`config.mk`:
```
export PLATFORM = sky130hd
export DESIGN_NAME = keypad_scanner
export DESIGN_NICKNAME = d
export VERILOG_FILES = /design/src/rtl/keypad_scanner.sv
export SDC_FILE = /design/constraint.sdc
export NUM_CORES = 1
export LEC_CHECK = 0
export ABC_AREA = 1
export CAP_MARGIN = 40
export CORE_ASPECT_RATIO = 0.5
export CORE_MARGIN = 2
export CORE_UTILIZATION = 25
export DETAILED_ROUTE_END_ITERATION = 8
export PLACE_DENSITY = 0.46
export SYNTH_ARGS = -nofsm -noshare
export SYNTH_HDL_FRONTEND = slang
export SYNTH_SLANG_ARGS = --single-unit
```
`constraint.sdc`:
```
create_clock -name clk -period 1.7 [get_ports clk]
set_clock_uncertainty 0.05 [all_clocks]
set_input_delay 0.17 -clock clk [delete_from_list [all_inputs] [get_ports clk]]
set_output_delay 0.17 -clock clk [all_outputs]
set_load 0.005 [all_outputs]
```
`src/rtl/keypad_scanner.sv`:
```
// 4x4 hex keypad scanner: rotates an active-low column drive, debounces one
// key per press and keeps the two most recent digits for the display mux.
module keypad_scanner #(
  parameter int SCAN_CYCLES     = 48000,
  parameter int DEBOUNCE_CYCLES = 960000
) (
  input  logic       clk,
  input  logic       reset,
  input  logic [3:0] rows,
  output logic [3:0] cols,
  output logic [3:0] digit_left,
  output logic [3:0] digit_right,
  output logic       key_valid
);

  localparam int SCAN_W = (SCAN_CYCLES > 1) ? $clog2(SCAN_CYCLES) : 1;
  localparam int DB_W   = (DEBOUNCE_CYCLES > 1) ? $clog2(DEBOUNCE_CYCLES) : 1;
  localparam logic [SCAN_W-1:0] SCAN_LAST = SCAN_W'(SCAN_CYCLES - 1);
  localparam logic [DB_W-1:0]   DB_LAST   = DB_W'(DEBOUNCE_CYCLES - 1);

  typedef enum logic [1:0] {SCAN, DEBOUNCE, HELD, RELEASE} state_t;

  state_t            state, state_d;
  logic [3:0]        rows_m, rows_s;
  logic [SCAN_W-1:0] scan_cnt, scan_cnt_d;
  logic [DB_W-1:0]   db_cnt, db_cnt_d;
  logic [1:0]        col_idx, col_idx_d;
  logic [1:0]        row_idx, row_idx_d;
  logic [1:0]        low_row;
  logic              row_bit;
  logic [3:0]        digit_left_d, digit_right_d;
  logic              key_valid_d;

  function automatic logic [3:0] decode_key(input logic [1:0] r, input logic [1:0] c);
    logic [3:0] k;
    case ({r, c})
      4'h0: k = 4'h1;  4'h1: k = 4'h2;  4'h2: k = 4'h3;  4'h3: k = 4'hA;
      4'h4: k = 4'h4;  4'h5: k = 4'h5;  4'h6: k = 4'h6;  4'h7: k = 4'hB;
      4'h8: k = 4'h7;  4'h9: k = 4'h8;  4'hA: k = 4'h9;  4'hB: k = 4'hC;
      4'hC: k = 4'hE;  4'hD: k = 4'h0;  4'hE: k = 4'hF;  default: k = 4'hD;
    endcase
    return k;
  endfunction

  // Two-flop synchronizer; idle rows read high through the pull-ups.
  always_ff @(posedge clk) begin
    if (!reset) begin
      rows_m <= 4'b1111;
      rows_s <= 4'b1111;
    end else begin
      rows_m <= rows;
      rows_s <= rows_m;
    end
  end

  // Lowest-numbered low row wins: iterate downwards so row 0 is assigned last.
  always_comb begin
    low_row = 2'd0;
    for (int r = 3; r >= 0; r--) begin
      if (!rows_s[r]) low_row = 2'(r);
    end
  end

  assign row_bit = rows_s[row_idx];

  // NOTE: every comb output gets a default first so no path leaves it unassigned (no latches).
  always_comb begin
    state_d       = state;
    scan_cnt_d    = scan_cnt;
    db_cnt_d      = db_cnt;
    col_idx_d     = col_idx;
    row_idx_d     = row_idx;
    digit_left_d  = digit_left;
    digit_right_d = digit_right;
    key_valid_d   = 1'b0;

    case (state)
      SCAN: begin
        if (scan_cnt == SCAN_LAST) begin
          scan_cnt_d = '0;
          if (rows_s != 4'b1111) begin
            row_idx_d = low_row;
            db_cnt_d  = '0;
            state_d   = DEBOUNCE;
          end else begin
            col_idx_d = col_idx + 2'd1;
          end
        end else begin
          scan_cnt_d = scan_cnt + 1'b1;
        end
      end

      DEBOUNCE: begin
        if (row_bit) begin
          db_cnt_d   = '0;
          scan_cnt_d = '0;
          state_d    = SCAN;
        end else if (db_cnt == DB_LAST) begin
          db_cnt_d      = '0;
          digit_left_d  = digit_right;
          digit_right_d = decode_key(row_idx, col_idx);
          key_valid_d   = 1'b1;
          state_d       = HELD;
        end else begin
          db_cnt_d = db_cnt + 1'b1;
        end
      end

      HELD: begin
        if (row_bit) begin
          db_cnt_d = '0;
          state_d  = RELEASE;
        end
      end

      RELEASE: begin
        if (!row_bit) begin
          db_cnt_d = '0;
          state_d  = HELD;
        end else if (db_cnt == DB_LAST) begin
          db_cnt_d   = '0;
          scan_cnt_d = '0;
          col_idx_d  = col_idx + 2'd1;
          state_d    = SCAN;
        end else begin
          db_cnt_d = db_cnt + 1'b1;
        end
      end

      default: state_d = SCAN;
    endcase
  end

  // NOTE: sequential state uses non-blocking assignments so every flop samples pre-edge values.
  always_ff @(posedge clk) begin
    if (!reset) begin
      state       <= SCAN;
      scan_cnt    <= '0;
      db_cnt      <= '0;
      col_idx     <= 2'd0;
      row_idx     <= 2'd0;
      cols        <= 4'b1110;
      digit_left  <= 4'h0;
      digit_right <= 4'h0;
      key_valid   <= 1'b0;
    end else begin
      state       <= state_d;
      scan_cnt    <= scan_cnt_d;
      db_cnt      <= db_cnt_d;
      col_idx     <= col_idx_d;
      row_idx     <= row_idx_d;
      cols        <= ~(4'b0001 << col_idx_d);
      digit_left  <= digit_left_d;
      digit_right <= digit_right_d;
      key_valid   <= key_valid_d;
    end
  end

endmodule

```
After elaboration in Yosys (flattened, before gate mapping)
Memories as Yosys holds them, arrays and structs flattened. A register that Yosys moved wholly into a read port is not among the register bits.
Index checks and enable logic that the tools add are counted.

operators by class
  bitwise operators = 4
  muxes and demuxes = 32
  equal/unequal tests = 14
  reductions and logical operators = 9
  order comparisons = 1
  shift operators = 1
  add/subtract/negate cells = 3

operators with widths
  cell                     count
  $mux W20                 6
  $pmux W20 S4             1
  $mux W16                 4
  $pmux W16 S3             1
  $mux W2                  15
  $add A20 B1 Y20 const B  1
  $eq A20 B20 Y1 const B   1
  $add A16 B1 Y16 const B  1
  $eq A16 B16 Y1 const B   1
  $ne A2 B2 Y1 const B     6
  $reduce_and A3 Y1        3
  $pmux W2 S4              1
  $ne A3 B3 Y1 const B     2
  $reduce_and A5 Y1        1
  $eq A2 B2 Y1 const B     2
  $ne A4 B4 Y1 const B     1
  $not A4 Y4               1
  $pmux W2 S2              1
  $reduce_and A4 Y1        1
  $shl A1 B2 Y4 const A    1
  $lt A2 B3 Y1 const B     1
  $not A1 Y1               3
  $reduce_bool A3 Y1       1
  $reduce_or A3 Y1         1
  6 further kinds          7

storage, ports and cells
  register bits = 59
  memories = 1
  ROM bits = 64

memory list
  name              words  bits a word  rd ports  clocked after Yosys merged registers in  wr ports  RTL line  source
  (name not given)  16     4            1         1                                        0         36        case ({r, c})

Depth between registers and ports, before layout
  word-level depth = 6
  mapped depth = 13
  gate-level depth less buffers = 13

Least setup slack after synthesis
Ideal clock, no wire load.

  path kind = register to register
  start point = register state[0]
  end point = register scan_cnt[9]
  path buffers = 2
  data arrival time = 1530 ps
  clock period less this slack = 1707 ps
  stages on the path, launching flop included = 10
  setup slack = -7 ps
  path through = dfxtp_1 > ha_1 > nor2_2 > inv_1 > a21oi_2 > nand2_2 > buf_6 > buf_6 > o21ai_1 > a21oi_1

on the way
  cells in the longest elaborated chain, start to end = 3
  elaborated cells on any way between the ends = 9
  classes of those cells = eq/ne: 5; mux: 1; reduce/logical: 3

ends and longest elaborated chain
  what                                                                 RTL line  source
  start, declared                                                      23        state_t state, state_d;
  start signal, assigned                                               147       state <= state_d;
  $eq A2 B2 Y1 (tied with other cells)                                 77        case (state)
  $ne A2 B2 Y1 (no source line) or $reduce_bool A3 Y1 (tied branches)  --
  $reduce_and A4 Y1 (no source line)                                   --
  end signal, assigned                                                 148       scan_cnt <= scan_cnt_d;
  end, declared                                                        25        logic [SCAN_W-1:0] scan_cnt, scan_cnt_d;

Several ways; a longest one is shown, not always the timed one.
A chain may end at the register's enable or synchronous reset.

==> metrics.txt <==
status finished with violations; failing checks setup timing; multiplexer share of the synthesized area 0%; Slew headroom 78.5%; Fin. Hold Viols 0; Fillers 1497; Critical Path RT 1.91 ns; syn nets 540; GPL Wtd Cong just over 0.8; final setup vio count 3; largest family of logic cells by synthesized area simple AND/OR/NAND/NOR gates; Hold Slack roughly 0.35 ns; Total GRT Usage approximately an eighth; maximum vdd drop ~0.38 mV; flop-to-flop setup slack -0.01 ns; Hold Crit Start rows[0]; HP Class input port to flop; Synth Warn # 0; Std-Cell Rows 31; vias after detailed routing 3579; initial antenna violation count 0; Least-Margin Pin Slew about 0.32 ns; Core Area 14300 µm²; Worst path max stage delay 0.35 ns; vias per std cell between 4 and 5; vias in the first global route between 3000 and 4000; reg2reg end scan_cnt[0]$_SDFFE_PN0P_; Die Ht 89.1 µm; Hold Path Sink rows_m[0]$_SDFF_PN1_; first-pass detailed-route iteration total 4; fin nets approximately 650; Congestion Overflow GR 0; Crit Path Class flop to flop; sequential share of the synthesized area around a third; Final HPWL DP around 7.2 mm; die width 174 µm; chain of cells forming the critical path inv_1 > ha_4 > nor2_4 > inv_2 > a21oi_4 > nand2_8 > buf_6 > or2_0 > a21oi_1; Synth Area in XOR/XNOR 1.93%; initial drt markers approximately 170; cts bufs inserted 9; number of top-level pins 19; Mapped Area around 3600 µm²; DRT antenna net count 0; Layout Cells excl Fill roughly 840; worst slack, placed -0.171 ns; Routed WL 9.92 mm; Synth Area in Simple Gates 40.8%; pwr dens approximately 600 nW/µm²; pins over their slew limit 0; Startpoint Class flop; Critical Path Sink Type flop; Syn Inst Count around 520; WP buf/inv 3; Worst path slowest cell dfxtp_4; worst path setup slack after routing -0.0120 ns; Clock Path Buffers 2; antenna cell count 0; R2R depth 9; layout cells sized above 1 roughly 39%; Top Family by Delay on Critical Path simple AND/OR/NAND/NOR gates; maximum level of the CTS H-tree 3; Post-Synth Adder-Cell Area 3.80%; Final period util 101%; Remaining DRCs 0; Syn Area/Cell 6.93 µm²; Wirelength per Cell ~12 µm; Final min period ~1.7 ns; critical path peak fanout 8; hold depth 2; clk_lat worst skew 0.33 ns; max-cap violations 0; CTS sink cnt 63; Initial Util roughly a quarter; first-pass GRT wire length between 15 and 20 mm; CTS tree done; Setup TNS Final -0.0272 ns; Seq cells post-synth 63; Max Fclk between 0.5 and 0.6 GHz; synth unique cells 43; WP data arrival around 1.9 ns; area growth from synthesis to layout 51.4%; largest net degree at the start of global routing 24; DIE AREA between 15000 and 20000 µm²; placed cell count roughly 800; PortBufs 18; RSZ-0062 raised after global routing yes; leak pwr roughly 2.2 nW; hold_buf cts 0; clock transition at the registers of the reported paths about 0.060 ns; post-synthesis compound-gate area fraction under 10%; Root Buffer clkbuf_16
## power breakdown
part	switching [mW]	internal (mW)
registers	0.0114	1.49
logic	0.0766	0.0731
clock network	0.660	0.973
total	0.748	2.53
## worst max-delay path by stage
| stage | cells past startpoint | end | slack [ns] |
|---|---|---|---|
| 6_report | 9 | scan_cnt[0]$_SDFFE_PN0P_ | -0.01 |
| 5_1_grt | 9 | scan_cnt[0]$_SDFFE_PN0P_ | -0.12 |
| 4_1_cts | 11 | db_cnt[16]$_SDFFE_PN0P_ | -0.02 |
| 3_5_place_dp | 11 | db_cnt[16]$_SDFFE_PN0P_ | -0.17 |
| 3_3_place_gp | 11 | db_cnt[16]$_SDFFE_PN0P_ | -0.14 |
| 2_1_floorplan | 11 | db_cnt[7]$_SDFFE_PN0P_ | 0.004 |
## logic make-up after synthesis
group	after synthesis
AOI/OAI and AO/OA	59
buffers and inverters	75
xor gates and xnor gates	8
DFF	63
and+or+nand+nor	307
adders and majority gates	11
## flip-flops by register name, indices dropped and copies added (netlist names), named ones only
signal	flops
digit_right	4
col_idx	2
row_idx	2
rows_m	4
db_cnt	20
key_valid	1
state	1
rows_s	4
cols	4
digit_left	4
scan_cnt	16
## worst register-to-register path: cells and delay by family (launching register included)
kind | cells | cell delay [ns]
AOI/OAI and AO/OA | 2 | 0.35
and+or+nand+nor | 3 | 0.42
DFF | 1 | 0.35
adders and majority gates | 1 | 0.17
buffers and inverters | 3 | 0.28
## through the flow
step / area (µm²) / util [%] / power (mW)
after global routing: 5490 / 38.3 / 3.41
final: 5490 / 38.3 / 3.28
after global placement: 4650 / 32.5 / 1.66
after CTS: 5030 / 35.2 / 3.32
after detailed placement: 4650 / 32.5 / 1.66
after floorplan: 3620 / - / 1.60
## layout by cell type (no fill, tap or decap), types with 6 or more instances in the layout
cell type        synthesis  layout
dfxtp_2                  0       9
buf_6                    4       6
clkbuf_16                0       9
o21ai_0                 18      15
nand2_2                  9      17
nor3_2                   5      10
o21ai_1                  4       7
nor3_1                  19      13
nand4_1                 13      13
nor2_2                   7      14
a21oi_1                 22      18
or2_2                    9       9
clkdlybuf4s50_1          0      18
inv_1                   53      49
inv_2                    8      11
nand2_1                121     105
buf_4                    3      84
dfxtp_1                 63      51
nand2_4                  6      13
nor2_1                  75      54
nor2_4                   2      16
nand3_2                  2       8
nand3_1                 29      19
xor2_1                   8       8
buf_12                   0       6
ha_1                    11       6
## per-layer routing
layer	track usage [%]	vias up	share of wire, %
li1	-	1915	-
met1	16.7	1630	51
met2	21.9	29	46
met3	3.44	5	2.0
met4	4.35	0	0.92
met5	0	-	0
## repair_timing
action,4_1_cts,5_1_grt
setup endpoints to repair,42,53
gates resized for setup,27,101
pin swaps,8,46
setup buffers,3,8
## Yosys cell counts
library cell  instances  share of area [%]
nor3_2                5                1.4
nand2_4               6                1.9
nor3b_2               2               0.69
o21ai_1               4               0.55
nor2_4                2               0.62
nor2_8                1               0.55
buf_2                 1               0.14
nand4_1              13                2.2
buf_4                 3               0.62
nor3_1               19                2.6
xor2_1                8                1.9
o21ai_0              18                2.5
or2_2                 9                1.6
inv_4                 1               0.17
nand2_2               9                1.6
and3_1                1               0.17
o31ai_1               1               0.21
nor2_2                7                1.2
dfxtp_1              63                 35
nor4_1                1               0.17
a21oi_2               2               0.48
ha_1                 11                3.8
or2_0                 1               0.17
clkinv_1              1               0.10
a311oi_1              2               0.48
nand3b_1              3               0.62
nand3b_4              1               0.55
inv_1                53                5.5
a31oi_1               1               0.17
o21bai_1              2               0.41
o21ai_4               1               0.45
a211oi_1              3               0.62
a32o_1                1               0.28
clkbuf_1              4               0.41
nand2_1             121                 13
o21ai_2               1               0.24
nand3_2               2               0.55
a21o_1                1               0.21
nand3_1              29                4.0
nor2_1               75                7.8
buf_6                 4                1.2
inv_2                 8               0.83
a21oi_1              22                3.0
## cell type report
cell class              instances  area, µm²  area share (%)
repair buffers                114        998            18.2
clock buffers                  11        233            4.24
flip-flops and latches         63       1280            23.4
well taps                     198        248            4.51
multi-input cells             385       2460            44.8
inverters                      63        244            4.45
clock inverters                 5       25.0           0.456
No activity file was read; power rests on OpenSTA's default activity.
